[src/rtl/mul_issue_ctrl.sv]
// mul_issue_ctrl: issue/response sequencer between the EXU and the iterative
// radix-4 Booth multiplier. It holds one RV64M multiply at a time, keeps the
// multiplier inputs frozen for the whole iteration, shapes the product into
// the rd value, and keeps a one-entry product cache so that a mulh*/mul pair
// on the same operands costs a single multiply.
//
// state | meaning
// ------+-----------------------------------------------------------------
// IDLE  | ready for a request (when the multiplier is also idle)
// RUN   | multiplier iterating on the accepted op, waiting for mul_out_valid
// DRAIN | op was flushed but is still inside the multiplier; result dropped
// RESP  | shaped result presented on the response channel
module mul_issue_ctrl #(
  parameter int XLEN  = 64,
  parameter int TAG_W = 5
) (
  input  logic             clock,
  input  logic             reset,
  input  logic             req_valid,
  output logic             req_ready,
  input  logic [1:0]       req_op,
  input  logic             req_word,
  input  logic [XLEN-1:0]  req_src1,
  input  logic [XLEN-1:0]  req_src2,
  input  logic [TAG_W-1:0] req_tag,
  input  logic             flush,
  output logic             resp_valid,
  input  logic             resp_ready,
  output logic [XLEN-1:0]  resp_data,
  output logic [TAG_W-1:0] resp_tag,
  output logic             mul_valid,
  output logic             mul_word,
  output logic [1:0]       mul_signed,
  output logic [XLEN-1:0]  mul_a,
  output logic [XLEN-1:0]  mul_b,
  input  logic             mul_ready,
  input  logic             mul_out_valid,
  input  logic [XLEN-1:0]  mul_res_h,
  input  logic [XLEN-1:0]  mul_res_l
);

  localparam logic [1:0] ST_IDLE  = 2'd0;
  localparam logic [1:0] ST_RUN   = 2'd1;
  localparam logic [1:0] ST_DRAIN = 2'd2;
  localparam logic [1:0] ST_RESP  = 2'd3;

  localparam logic [1:0] OP_MUL    = 2'b00;
  localparam logic [1:0] OP_MULH   = 2'b01;
  localparam logic [1:0] OP_MULHSU = 2'b10;
  localparam logic [1:0] OP_MULHU  = 2'b11;

  logic [1:0]       r_state;
  logic [1:0]       w_state_nxt;

  // accepted request, held stable while the multiplier iterates
  logic [1:0]       r_op;
  logic             r_word;
  logic [1:0]       r_sgn;
  logic [XLEN-1:0]  r_src1;
  logic [XLEN-1:0]  r_src2;
  logic [TAG_W-1:0] r_tag;

  logic [XLEN-1:0]  r_resp_data;
  logic [TAG_W-1:0] r_resp_tag;

  // one-entry product cache
  logic             r_c_valid;
  logic [XLEN-1:0]  r_c_src1;
  logic [XLEN-1:0]  r_c_src2;
  logic [1:0]       r_c_sgn;
  logic [XLEN-1:0]  r_c_res_h;
  logic [XLEN-1:0]  r_c_res_l;

  logic             w_accept;
  logic [1:0]       w_req_sgn;
  logic             w_hit;
  logic [XLEN-1:0]  w_hit_data;
  logic             w_done;
  logic             w_fill;
  logic             w_run_resp;
  logic [XLEN-1:0]  w_res_shaped;

  // Both hit and miss are gated by mul_ready so req_ready never depends on
  // the request payload.
  assign req_ready  = (r_state == ST_IDLE) && mul_ready;
  assign resp_valid = (r_state == ST_RESP);
  assign mul_valid  = (r_state == ST_RUN) || (r_state == ST_DRAIN);
  assign mul_word   = r_word;
  assign mul_signed = r_sgn;
  assign mul_a      = r_src1;
  assign mul_b      = r_src2;
  assign resp_data  = r_resp_data;
  assign resp_tag   = r_resp_tag;

  assign w_accept = req_valid && req_ready && !flush;

  // Map the op encoding to {rs1_signed, rs2_signed}.
  always_comb begin
    w_req_sgn = 2'b11;
    case (req_op)
      OP_MUL:    w_req_sgn = 2'b11;
      OP_MULH:   w_req_sgn = 2'b11;
      OP_MULHSU: w_req_sgn = 2'b10;
      OP_MULHU:  w_req_sgn = 2'b00;
      default:   w_req_sgn = 2'b11;
    endcase
  end

  // The low half of a product does not depend on operand signedness, so a
  // plain mul may reuse an entry filled by any of the mulh variants.
  assign w_hit = r_c_valid && !req_word
                 && (req_src1 == r_c_src1) && (req_src2 == r_c_src2)
                 && ((req_op == OP_MUL) || (w_req_sgn == r_c_sgn));

  assign w_hit_data = (req_op == OP_MUL) ? r_c_res_l : r_c_res_h;

  // Any op leaving the multiplier, whether it will be answered or was flushed.
  assign w_done     = mul_out_valid && ((r_state == ST_RUN) || (r_state == ST_DRAIN));
  assign w_fill     = w_done && !r_word;
  assign w_run_resp = (r_state == ST_RUN) && mul_out_valid && !flush;

  // Select the rd value from the 128-bit product.
  always_comb begin
    w_res_shaped = mul_res_h;
    if (r_word) begin
      w_res_shaped = {{(XLEN-32){mul_res_l[31]}}, mul_res_l[31:0]};
    end else if (r_op == OP_MUL) begin
      w_res_shaped = mul_res_l;
    end
  end

  // Next-state logic; completion beats flush only in the sense that a
  // flushed completion still returns straight to IDLE.
  always_comb begin
    w_state_nxt = r_state;
    case (r_state)
      ST_IDLE: begin
        if (w_accept) begin
          w_state_nxt = w_hit ? ST_RESP : ST_RUN;
        end
      end
      ST_RUN: begin
        if (mul_out_valid) begin
          w_state_nxt = flush ? ST_IDLE : ST_RESP;
        end else if (flush) begin
          w_state_nxt = ST_DRAIN;
        end
      end
      ST_DRAIN: begin
        if (mul_out_valid) begin
          w_state_nxt = ST_IDLE;
        end
      end
      ST_RESP: begin
        if (flush || resp_ready) begin
          w_state_nxt = ST_IDLE;
        end
      end
      default: w_state_nxt = ST_IDLE;
    endcase
  end

  // State register.
  always_ff @(posedge clock) begin
    if (reset) begin
      r_state <= ST_IDLE;
    end else begin
      r_state <= w_state_nxt;
    end
  end

  // Capture the request at accept; these drive the multiplier directly.
  always_ff @(posedge clock) begin
    if (reset) begin
      r_op   <= OP_MUL;
      r_word <= 1'b0;
      r_sgn  <= 2'b00;
      r_src1 <= '0;
      r_src2 <= '0;
      r_tag  <= '0;
    end else if (w_accept) begin
      r_op   <= req_op;
      r_word <= req_word;
      r_sgn  <= w_req_sgn;
      r_src1 <= req_src1;
      r_src2 <= req_src2;
      r_tag  <= req_tag;
    end
  end

  // Response register: loaded on a cache hit or a live completion, held
  // otherwise so backpressure sees stable data.
  always_ff @(posedge clock) begin
    if (reset) begin
      r_resp_data <= '0;
      r_resp_tag  <= '0;
    end else if (w_accept && w_hit) begin
      r_resp_data <= w_hit_data;
      r_resp_tag  <= req_tag;
    end else if (w_run_resp) begin
      r_resp_data <= w_res_shaped;
      r_resp_tag  <= r_tag;
    end
  end

  // Product cache: refilled by every full-width completion, even a flushed
  // one, since the product itself is still correct for those operands.
  always_ff @(posedge clock) begin
    if (reset) begin
      r_c_valid <= 1'b0;
      r_c_src1  <= '0;
      r_c_src2  <= '0;
      r_c_sgn   <= 2'b00;
      r_c_res_h <= '0;
      r_c_res_l <= '0;
    end else if (w_fill) begin
      r_c_valid <= 1'b1;
      r_c_src1  <= r_src1;
      r_c_src2  <= r_src2;
      r_c_sgn   <= r_sgn;
      r_c_res_h <= mul_res_h;
      r_c_res_l <= mul_res_l;
    end
  end

endmodule

[config.mk]
export PLATFORM = sky130hd
export DESIGN_NAME = mul_issue_ctrl
export DESIGN_NICKNAME = d
export VERILOG_FILES = /design/src/rtl/mul_issue_ctrl.sv
export SDC_FILE = /design/constraint.sdc
export NUM_CORES = 1
export LEC_CHECK = 0
export BUFFER_PORTS_ARGS = -buffer_cell sky130_fd_sc_hd__buf_2
export CAP_MARGIN = 30
export CORE_ASPECT_RATIO = 0.5
export CORE_MARGIN = 2
export CORE_UTILIZATION = 58
export CTS_CLUSTER_DIAMETER = 60
export DETAILED_ROUTE_END_ITERATION = 6
export PLACE_DENSITY_LB_ADDON = 0.25
export SYNTH_ARGS = -nofsm -noshare
export SYNTH_HDL_FRONTEND = slang
export SYNTH_SLANG_ARGS = --single-unit
[constraint.sdc]
create_clock -name clock -period 3.37 [get_ports clock]
set_input_delay 0.337 -clock clock [delete_from_list [all_inputs] [get_ports clock]]
set_output_delay 0.337 -clock clock [all_outputs]
set_load 0.02 [all_outputs]
Word-level counts from Yosys, hierarchy flattened
Index checks and enable logic that the tools add are counted.
- bits in registers: 468
- input port bits: 271
- output and inout port bits: 203
- logic and storage cells: 68
- equal/unequal tests: 13
- muxes and demuxes: 16
- reduce and logical (&&, ||, !) cells: 24
- operator list (operator ; number):
    $mux W64 ; 5
    $eq A64 B64 Y1 ; 2
    $mux W2 ; 7
    $logic_and A1 B1 Y1 ; 12
    $mux W5 ; 2
    $eq A2 B2 Y1 const B ; 4
    $pmux W2 S4 ; 1
    $logic_not A2 Y1 ; 3
    $pmux W2 S3 ; 1
    $eq A2 B1 Y1 const B ; 2
    $ne A2 B2 Y1 const B ; 2
    $reduce_and A4 Y1 ; 1
    $logic_not A1 Y1 ; 3
    $logic_or A1 B1 Y1 ; 3
    $ne A3 B3 Y1 const B ; 1
    $eq A2 B2 Y1 ; 1
    $ne A2 B1 Y1 const B ; 1
    $reduce_bool A2 Y1 ; 1
    $reduce_or A2 Y1 ; 1

Depth between registers and ports, before layout
Gate-level depths: netlist of run 1.
- depth in word-level cells: 9
- depth in mapped cells: 11
- depth with buffers taken out: 8

Worst setup path after synthesis of run 1
No wires, ideal clock.
- path type: input -> register
- start: input port req_op[1]
- end: register r_resp_data[53] (netlist: resp_data[53])
- setup time: 121 ps
- data arrival time: 2275 ps
- path slack: 974 ps
- stages: 9
- cell sequence: buf_2 > or3b_1 > nand4_1 > or4_4 > nor4_4 > nand4_2 > buf_6 > buf_6 > mux2_4
- word-level cells in the longest chain between the ends: 8
- RTL lines (item ; RTL line ; source):
    from (decl) ; 21 ; input logic [1:0] req_op,
    $eq A2 B1 Y1 or $logic_not A2 Y1 (tied branches) ; 100, 113, 115 ;
    $reduce_or A2 Y1 (no source line) ; -- ;
    $pmux W2 S3 ; 100 ; case (req_op)
    $eq A2 B2 Y1 ; 113 ; && ((req_op == OP_MUL) || (w_req_sgn == r_c_sgn));
    $logic_or A1 B1 Y1 ; 113 ;
    $logic_and A1 B1 Y1 ; 113 ;
    $logic_and A1 B1 Y1 ; 197 ; end else if (w_accept && w_hit) begin
    $mux W64 or $reduce_bool A2 Y1 (tied branches) ; -- ;
    to (signal assigned) ; 198 ; r_resp_data <= w_hit_data;
    to (signal assigned) ; 201 ; r_resp_data <= w_res_shaped;
    to (decl) ; 63 ; logic [XLEN-1:0] r_resp_data;
Parallel ways exist; a longest one is shown, timed or not.
A chain may end at the register's enable or synchronous reset.

Worst setup path in the final report of run 1
- start: register r_c_src2[50]
- end: register r_resp_data[39] (netlist: resp_data[39])
- word-level cells in the longest chain between the ends: 5
- RTL lines (item ; RTL line ; source):
    from (decl) ; 69 ; logic [XLEN-1:0] r_c_src2;
    from (signal assigned) ; 219 ; r_c_src2 <= r_src2;
    $eq A64 B64 Y1 (*) ; 112 ; && (req_src1 == r_c_src1) && (req_src2 == r_c_src2)
    $logic_and A1 B1 Y1 (*) ; 112 ;
    $logic_and A1 B1 Y1 (*) ; 113 ;
    $logic_and A1 B1 Y1 (*) ; 197 ;
    $mux W64 or $reduce_bool A2 Y1 (tied branches) ; -- ;
Every way passes the cells marked *; elsewhere a longest branch is shown, timed or not.

==> results.md, run 1 <==
- Status: completed
- Relative slew slack: 40.8%
- WHS: 0.0343 ns
- Worst Path Max Fanout: 33
- Port Buffers: 473
- All-Layer GR Usage: 32.7%
- Number of flops mapped to enable cells by yosys: 0
- Clock Root Buffer: clkbuf_16
- Num CTS Buffers: 42
- Arr. time, crit path: 3.40 ns
- Die area: 0.0371 mm2
- Clk_lat worst skew: 0.55 ns
- Critical path class: reg2reg
- # DRC: 0
- Initial antenna violation count: 14
- Final Max Slew Viols: 0
- Final worst-path cycle share: 88.2%
- Area Growth Syn to Fin: 20.4%
- Post-Synth XOR/XNOR Area: 3.19%
- Fin nets: 3296
- Setup WS pre-CTS: 0.400 ns
- Width of the die: 270 um
- Critical path's slowest cell: nor4bb_1
- Die Y: approximately 140 um
- Top Usage Layer GRT: met2
- Buf/Inv on CP: 1
- Share of layout cells above drive strength 1: 22.6%
- Via count: 20000
- Element type at the critical path end: flop
- CTS tree: done
- Clk slew on worst S/H paths: 0.07 ns
- Post-synthesis simple-gate area fraction: between 20 and 25%
- Core ar.: around 0.035 mm2
- PD cells: 582 mW/mm2
- Hold Crit Class: in2reg
- Post-Syn Nets: 2945
- Final wirelength: 64500 um
- GRT overflow: 0
- Drt wl/cell: roughly 18 um
- Sinks on Clock Net: 468
- Clock Tree Buf Depth: 3
- Asr flop ratio synth: 0%
- Mapped Avg Cell Area: 7.71 um2
- CTS HTree Levels: 2
- Syn Std Cell Area: around 0.021 mm2
- Flops & latches, synth: 468
- Worst EP required: around 3.8 ns
- Setup_tns: 0 ns
- Compound-Gate Fraction of Synth Area: 16.2%
- Vias in the first global route: 18100
- Global routing usage on met2: between 50% and 60%
- Number of fill cells: between 2000 and 3000
- Adder-Cell Fraction of Synth Area: less than 1%
- Peak supply drop: around 0.47 mV
- Synth warn: 0
- Endpoints failing setup: 0
- Highest Clock Rate: 0.336 GHz
- Routed Antenna Nets: 0
- Mux cell area share after synthesis: 7.55%
- Max_cap viols: 0
- First-pass GRT wire length: slightly below 100000 um
- Final Core Density: 71.4%
- Hold-fix buffers, CTS: 0
- Largest family of logic cells by synthesized area: simple AND/OR/NAND/NOR gates
- Tightest Pin Transition: 0.888 ns
- 1st-iter DRT viols: 1877
- Hpwl dp: 42900 um
- RSZ-0062 raised after global routing: false
- Core Rows: 48
- Leakage power: 10.1 nW
- Primary FF master, synth: dfxtp_1
- Pin count of the biggest net entering global routing: around 180
- Final hold vios: 0
- Met3 Use GR: under 10%
- Worst Skew: 0.0200 ns
- Gpl congestion: approximately 1
- Via density: 5.65
- Gate Count Post-Synth: roughly 2700
- Register area share after synthesis: 45.5%
- Met1 Use GR: roughly two fifths
- Initial core utilization: between 50% and 60%
- Final WS setup: 0.398 ns
- Setup crit start kind: flop
- Crit-path leading delay family: simple AND/OR/NAND/NOR gates
- # resized after CTS: 0
- Post-CTS setup buffer count: 0
- Crit path time final: between 2 and 3 ns
- First-pass detailed-route iteration total: 5
- Critical path's largest stage delay: 0.64 ns
- I/O pins: between 400 and 500
- Crit path cell chain: xor2_1 > nor4_1 > nand4_1 > nor4bb_1 > nand4_4 > buf_12 > mux2_2
- Post-synthesis cell type count: 43
==> per-layer routing <==
| layer | share of wire, % | vias up | routed length, um |
|---|---|---|---|
| met5 | 0 | - | 0 |
| met3 | 7.3 | 204 | 4720 |
| met4 | 5.1 | 0 | 3280 |
| met1 | 40 | 9411 | 25900 |
| met2 | 48 | 824 | 30700 |
| li1 | - | 9566 | - |
==> worst reg2reg max path, stage by stage, from the launching register on <==
cell	delay, ns
dfxtp_1	0.32
xor2_1	0.22
nor4_1	0.56
nand4_1	0.17
nor4bb_1	0.64
nand4_4	0.33
buf_12	0.28
mux2_2	0.32
==> report_power, final <==
| part | internal, mW | total, mW | leakage (nW) | switching (mW) |
|---|---|---|---|---|
| clock network | 2.91 | 5.04 | 0.716 | 2.12 |
| registers | 6.08 | 6.39 | 3.79 | 0.305 |
| logic | 0.987 | 3.01 | 5.58 | 2.03 |
| total | 9.98 | 14.4 | 10.1 | 4.45 |
==> Yosys cell counts (2+ instances only) <==
master | count | area share [%]
inv_1 | 32 | 0.58
mux2_2 | 91 | 5.0
buf_2 | 6 | 0.15
a22oi_1 | 3 | 0.11
buf_6 | 2 | 0.11
a2111oi_0 | 13 | 0.55
nand4_1 | 14 | 0.43
o2111a_1 | 7 | 0.38
clkbuf_1 | 184 | 3.4
nor2b_1 | 77 | 2.3
nand2_1 | 889 | 16
a211oi_1 | 33 | 1.2
buf_1 | 13 | 0.24
o21ai_0 | 65 | 1.6
or3_1 | 32 | 0.97
xor2_1 | 63 | 2.7
mux2i_1 | 38 | 1.8
xnor2_1 | 12 | 0.51
or2_2 | 2 | 0.061
nor4_1 | 19 | 0.58
nand3b_1 | 2 | 0.073
nand2b_1 | 25 | 0.76
mux2_4 | 10 | 0.73
ha_1 | 5 | 0.30
and2_1 | 2 | 0.061
o22ai_1 | 8 | 0.24
dfxtp_1 | 468 | 46
a21oi_1 | 493 | 12
nor2_1 | 47 | 0.86
==> final timing paths <==
check	start	endpoint	slack, ns	cells past startpoint
max	r_c_src2[50]$_SDFFE_PP0P_	resp_data[39]$_SDFFE_PP0P_	0.40	7
max reg2reg	r_c_src2[50]$_SDFFE_PP0P_	resp_data[39]$_SDFFE_PP0P_	0.40	7
min reg2reg	r_c_res_h[43]$_SDFFE_PP0P_	r_c_res_h[43]$_SDFFE_PP0P_	0.45	2
min	req_src1[51]	mul_a[51]$_SDFFE_PP0P_	0.03	3
==> flip-flops by register name, summed over array words and instances (netlist names) <==
register / flops
mul_word: 1
r_op: 2
r_c_src2: 64
r_state: 2
mul_a: 64
r_c_res_h: 64
r_tag: 5
r_c_sgn: 2
mul_signed: 2
resp_tag: 5
r_c_res_l: 64
r_c_src1: 64
resp_data: 64
mul_b: 64
r_c_valid: 1
==> per-stage QoR <==
| step | cells | power, mW | instance area (um2) |
|---|---|---|---|
| final | 3542 | 14.4 | 24800 |
| after global routing | 3540 | 15.0 | 24800 |
| after CTS | 3527 | 14.5 | 24700 |
| after detailed placement | 3451 | 9.47 | 23300 |
| after global placement | 3451 | 9.39 | 23300 |
| after floorplan | 2669 | 8.41 | 20600 |
==> final cells by class <==
| type | count | area, um2 | area share (%) |
|---|---|---|---|
| Multi-Input combinational cell | 1964 | 10300 | 41.8 |
| Sequential cell | 468 | 9370 | 37.8 |
| Timing Repair Buffer | 512 | 2870 | 11.6 |
| Clock buffer | 66 | 1320 | 5.31 |
| Tap cell | 475 | 594 | 2.40 |
| Clock inverter | 10 | 129 | 0.520 |
| Inverter | 32 | 120 | 0.485 |
| Antenna cell | 15 | 37.5 | 0.151 |
==> kinds of logic after synthesis <==
group	count (synthesis)
xor gates and xnor gates	75
and+or+nand+nor	1118
buffers and inverters	237
AOI/OAI and AO/OA	627
muxes	139
DFF	468
adders and majority gates	5
==> layout by cell type, fill, tap and decap left out, types with 2 or more instances in the layout <==
master | Yosys | layout
buf_2 | 6 | 472
diode_2 | 0 | 15
o21ai_0 | 65 | 65
ha_1 | 5 | 5
nand3b_1 | 2 | 2
mux2_4 | 10 | 10
a22oi_1 | 3 | 3
nor4_1 | 19 | 19
buf_12 | 0 | 16
xor2_1 | 63 | 63
o2111a_1 | 7 | 7
xnor2_1 | 12 | 12
a2111oi_0 | 13 | 13
o22ai_1 | 8 | 8
or3_1 | 32 | 32
clkbuf_1 | 184 | 10
nand2_1 | 889 | 889
a21oi_1 | 493 | 493
bufinv_16 | 0 | 3
nor2_4 | 0 | 3
mux2i_1 | 38 | 38
buf_4 | 0 | 23
nand2b_1 | 25 | 25
nor2b_1 | 77 | 76
nor2_1 | 47 | 44
clkinv_2 | 0 | 6
a211oi_1 | 33 | 33
mux2_2 | 91 | 91
clkbuf_8 | 0 | 11
inv_1 | 32 | 32
nand4_1 | 14 | 14
and2_1 | 2 | 2
clkbuf_16 | 0 | 45
dfxtp_1 | 468 | 467
(Power assumes the default switching activity.)
==> run 2, diff against run 1 <==
CORE_UTILIZATION = 54   (was 58)
clock period = 3.4 ns   (was 3.37 ns; I/O delays follow)
==> run 2 against run 1 <==
  * Non-clock buffer count shrank 1
  * Largest power group unchanged
  * First-iteration DRC count up 1.6%
  * Power is 2.3% lower
  * Highest routed layer unchanged
  * Clock skew up 0.023 ns
  * Sequential share of layout area rose by 0.057 points
  * Global-route usage decreased by 1.6 points
  * Sequential power decreased by 1%
  * Combinational power is essentially flat
  * Final cell count up 0.48%
  * Die area increased by 7.2%
  * Routed wire length grew 0.47%
==> results.md, run 2 (synthesized netlist as in run 1, its figures left out) <==
- Status: completed
- Setup crit start kind: flop
- R2r setup slk: 0.66 ns
- Final Max Slew Viols: 0
- 1st-iter DRT viols: 1907
- RSZ-0062 raised after global routing: false
- Worst Skew: approximately 0.043 ns
- Crit path time final: 2.74 ns
- Hold Crit Class: in2reg
- CTS HTree Levels: 2
- I/O pins: 474
- Clk slew on worst S/H paths: 0.07 ns
- Worst EP required: 3.81 ns
- Post-CTS setup buffer count: 0
- Via count: 19700
- Setup_tns: 0 ns
- Final worst-path cycle share: 80.5%
- Most frequent cells in the layout: 889 x nand2_1, 493 x a21oi_1, 472 x buf_2, 467 x dfxtp_1, 91 x mux2_2
- Highest Clock Rate: around 0.37 GHz
- Relative slew slack: 35.7%
- Fin cells: 3559
- Peak supply drop: 0.549 mV
- Worst R2R Path Depth: 8
- Gpl congestion: 0.952
- Leakage power: 10.1 nW
- Arr. time, crit path: 3.15 ns
- Endpoints failing setup: 0
- Commonest non-fill, non-tap cell in the layout: nand2_1
- Fin nets: 3295
- Core Rows: 50
- Drt wl/cell: 18.2 um
- Core ar.: 0.0375 mm2
- Initial antenna violation count: 13
- GRT overflow: 0
- Pwr Total: approximately 14 mW
- Hold depth: 3
- Num CTS Buffers: 42
- Area Growth Syn to Fin: 20.2%
- Final WS setup: around 0.66 ns
- Critical path class: reg2reg
- Clock Tree Buf Depth: 3
- Hold-fix buffers, CTS: 0
- Critical path's largest stage delay: 0.71 ns
- Worst Path Max Fanout: 43
- Max_cap viols: 0
- Pin count of the biggest net entering global routing: between 150 and 200
- Critical path's slowest cell: a2111oi_0
- First-pass GRT wire length: approximately 99000 um
- Via density: 5.54
- CTS tree: done
- Routed Antenna Nets: 0
- Setup WS pre-CTS: roughly 0.6 ns
- Hold Path Origin: req_src2[26]
- Vias in the first global route: approximately 18000
- First-pass detailed-route iteration total: 6
- Tightest Pin Transition: 0.963 ns
- Crit path cell chain: nor2b_1 > a2111oi_0 > nand4_1 > nor4_1 > buf_4 > nand4_4 > buf_12 > mux2_2
- Sinks on Clock Net: 468
- Port Buffers: ~470
- Critical R2R Capture: resp_data[35]$_SDFFE_PP0P_
- All-Layer GR Usage: 31.0%
- Share of layout cells above drive strength 1: a little under a quarter
- # resized after CTS: 0
- PD cells: 570 mW/mm2
- Element type at the critical path end: flop
- Clock Root Buffer: clkbuf_16
- # DRC: 0
- Initial core utilization: 54.9%
- Cell count after placement: 3469
- Final hold vios: 0
- Hold endpoint: mul_b[26]$_SDFFE_PP0P_
- Clk_lat worst skew: 0.56 ns
- Width of the die: 280 um
- Hpwl dp: roughly 43000 um
- Die Y: ~140 um
- Final wirelength: between 60000 and 70000 um
- Critical R2R Launch: r_c_src1[61]$_SDFFE_PP0P_
- Die area: approximately 0.040 mm2
[run 2: changes by cell type in the layout (fill, tap and decap cells not counted), moves of 2 or more]
cell,delta
clkinv_2,+4
buf_4,-3
buf_12,+2
bufinv_16,-2
clkbuf_1,-2
clkbuf_16,-2
[run 2: report_power, final]
group          switching, mW  internal, mW
Sequential             0.295          6.03
Clock                   2.13          2.67
Combinational           2.02         0.964
[run 2: area by class of cell]
type,count,area (um2)
repair buffers,511,2890
clock inverters,13,96.3
multi-input cells,1964,10300
clock buffers,63,1270
flip-flops and latches,468,9370
fillers,3296,12700
inverters,32,120
well taps,494,618
diodes,14,35.0
[run 2: how the worst max path moves through the flow]
| stage | cells past startpoint | start | end |
|---|---|---|---|
| 2_1_floorplan | 9 | req_op[1] | resp_data[53]$_SDFFE_PP0P_ |
| 6_report | 8 | r_c_src1[61]$_SDFFE_PP0P_ | resp_data[35]$_SDFFE_PP0P_ |
| 4_1_cts | 8 | r_c_src1[61]$_SDFFE_PP0P_ | resp_data[35]$_SDFFE_PP0P_ |
| 3_5_place_dp | 9 | req_src1[57] | resp_data[62]$_SDFFE_PP0P_ |
| 3_3_place_gp | 9 | req_src1[57] | resp_data[62]$_SDFFE_PP0P_ |
| 5_1_grt | 8 | r_c_src1[61]$_SDFFE_PP0P_ | resp_data[35]$_SDFFE_PP0P_ |
[run 2: worst max-delay path, delay by kind of cell, from the launching register on]
family                 cells  cell delay (ns)
multiplexers               1             0.29
flip-flops                 1             0.34
AO/OA/AOI/OAI              1             0.71
buffers and inverters      2             0.43
AND/OR/NAND/NOR            4             0.82
[run 2: metrics by stage]
stage | cell area, um2 | hold slack [ns] | util, %
finish | 24700 | 0.0281 | 66.0
global route | 24700 | 0.0159 | 66.0
CTS | 24700 | 0.0140 | 65.9
detailed placement | 23300 | 0.443 | 62.3
global placement | 23300 | 0.438 | 62.3
floorplan | 20600 | 0.433 | -
[run 2: routing by layer]
metal / vias up / track usage, % / wire length [um]
met5: - / 0 / 0
met4: 0 / 15.3 / 3070
met3: 174 / 5.14 / 4060
met2: 704 / 51.9 / 30800
met1: 9299 / 39.2 / 27000
li1: 9548 / - / -
==> run 3, diff against run 2 <==
clock period = 2.72 ns   (was 3.4 ns; I/O delays follow)
==> run 3 against run 2 <==
  * Clock skew down 0.014 ns
  * Via count up 10%
  * Critical endpoint is now resp_data[32]$_SDFFE_PP0P_
  * Utilization up 7.4 points
  * Power up 33%
  * Largest power group unchanged
  * Largest cell class unchanged
==> results.md, run 3 (synthesized netlist as in run 1, its figures left out) <==
- Status: completed
- Area Growth Syn to Fin: 33.6%
- Leakage power: between 10 and 15 nW
- Setup_tns: 0 ns
- Clk slew on worst S/H paths: ~0.060 ns
- Hpwl dp: 43500 um
- Core ar.: around 0.037 mm2
- Crit path cell chain: dlygate4sd3_1 > buf_2 > xor2_1 > nor4_1 > nand4_1 > nor4bb_1 > buf_4 > nand4_4 > buf_12 > mux2_2
- Commonest non-fill, non-tap cell in the layout: nand2_1
- Logic pwr share: 22.5%
- Critical path's slowest cell: dlygate4sd3_1
- Clock Tree Buf Depth: 3
- Hold Crit Class: in2reg
- Most frequent cells in the layout: 889 x nand2_1, 493 x a21oi_1, 472 x buf_2, 467 x dfxtp_1, 244 x dlygate4sd3_1
- Critical path's largest stage delay: approximately 0.56 ns
- Cell count after placement: 3481
- Clock power share: 35.3%
- Setup crit start kind: primary input
- All-Layer GR Usage: 35.0%
- Int Pwr: 13.0 mW
- Drt wl/cell: 19.0 um
- Final Max Slew Viols: 0
- Relative slew slack: 38.8%
- Initial antenna violation count: 5
- Sinks on Clock Net: 468
- Via density: 5.70
- Clk_lat worst skew: 0.56 ns
- Gpl congestion: 0.956
- Setup WS pre-CTS: ~0.051 ns
- Final worst-path cycle share: 97.8%
- Initial core utilization: 54.9%
- Fin cells: between 3000 and 4000
- Crit path time final: 2.66 ns
- Number of fill cells: 2693
- Final hold vios: 0
- Endpoints failing setup: 0
- Max_cap viols: 0
- Post-CTS setup buffer count: 0
- First-pass detailed-route iteration total: 6
- Highest Clock Rate: 0.376 GHz
- First-pass GRT wire length: around 110000 um
- GRT overflow: 0
- Share of layout cells above drive strength 1: 21.4%
- Via count: between 20000 and 25000
- Final WS setup: 0.0598 ns
- Area after DPL: 0.0235 mm2
- Tightest Pin Transition: slightly above 0.9 ns
- Clock Root Buffer: clkbuf_16
- Final wirelength: approximately 72000 um
- Die Y: between 100 and 150 um
- Width of the die: approximately 280 um
- Arr. time, crit path: 3.08 ns
- Element type at the critical path end: flop
- Non-Filler Cell Area, Final: 0.0275 mm2
- Num CTS Buffers: 41
- Switching share of power: 30.8%
- 1st-iter DRT viols: 2089
- Vias in the first global route: 21000
- Switching power: between 5 and 6 mW
- PD cells: 682 mW/mm2
- Worst Path Max Fanout: 52
- Pin count of the biggest net entering global routing: approximately 140
- Routed Antenna Nets: 0
- Worst EP required: 3.14 ns
- CTS tree: done
- Worst Skew: between 0.02 and 0.03 ns
- Critical path class: in2reg
- Part of the power in registers: 42.2%
- Peak supply drop: 0.475 mV
- CTS HTree Levels: 2
- Port Buffers: 473
- Final Core Density: between 70 and 80%
- # DRC: 0
- I/O pins: 474
- Fin nets: roughly 3600
- Core Rows: 50
- Die area: 0.0398 mm2
==> run 3: what timing repair did <==
action                     4_1_cts  5_1_grt
hold endpoints to repair       244        0
resized for setup                0        6
setup endpoints to repair        0       69
hold buffers                   244        0
==> run 3: final timing paths <==
path | from | depth (start not counted) | slack [ns] | to
max | req_src1[52] | 10 | 0.06 | resp_data[32]$_SDFFE_PP0P_
min | mul_res_h[54] | 3 | 0.006 | r_c_res_h[54]$_SDFFE_PP0P_
max reg2reg | r_c_src2[0]$_SDFFE_PP0P_ | 9 | 0.14 | resp_data[32]$_SDFFE_PP0P_
min reg2reg | r_c_res_h[45]$_SDFFE_PP0P_ | 2 | 0.45 | r_c_res_h[45]$_SDFFE_PP0P_
==> run 3: per-layer routing <==
layer,vias up,global-route usage (%),wire (um)
li1,10100,-,-
met1,10100,41.9,27700
met2,1135,57.7,34100
met3,348,7.17,5310
met4,0,23.2,5030
met5,-,0,0
==> run 3: cell type report <==
cell class | count | area [um2] | share of cell area [%]
clock inverter | 18 | 303 | 1.10
multi-input combinational | 1964 | 10400 | 37.7
tap | 494 | 618 | 2.25
sequential | 468 | 9370 | 34.1
timing repair buffer | 767 | 5500 | 20.0
inverter | 32 | 120 | 0.437
antenna | 6 | 15.0 | 0.0546
clock buffer | 57 | 1220 | 4.43
==> run 3: worst max-delay path: cells and delay by family <==
kind	cells	cell delay, ns
simple gates	4	1.08
mux	1	0.32
buf+inv	4	1.14
xor+xnor	1	0.22
==> run 3: power groups by stage <==
stage / clock, mW / combinational [mW] / sequential, mW
2_1_floorplan: 0 / 2.21 / 8.21
3_3_place_gp: 0 / 3.78 / 8.02
3_5_place_dp: 0 / 3.83 / 8.05
4_1_cts: 6.65 / 4.13 / 7.89
5_1_grt: 6.95 / 4.57 / 7.98
6_report: 6.62 / 4.23 / 7.91
==> run 3: per-stage QoR <==
stage	hold WS, ns	power, mW
after floorplan	0.408	10.4
after global placement	0.439	11.8
after detailed placement	0.443	11.9
after CTS	0.0000230	18.7
after global routing	0.0100	19.5
final	0.00648	18.8
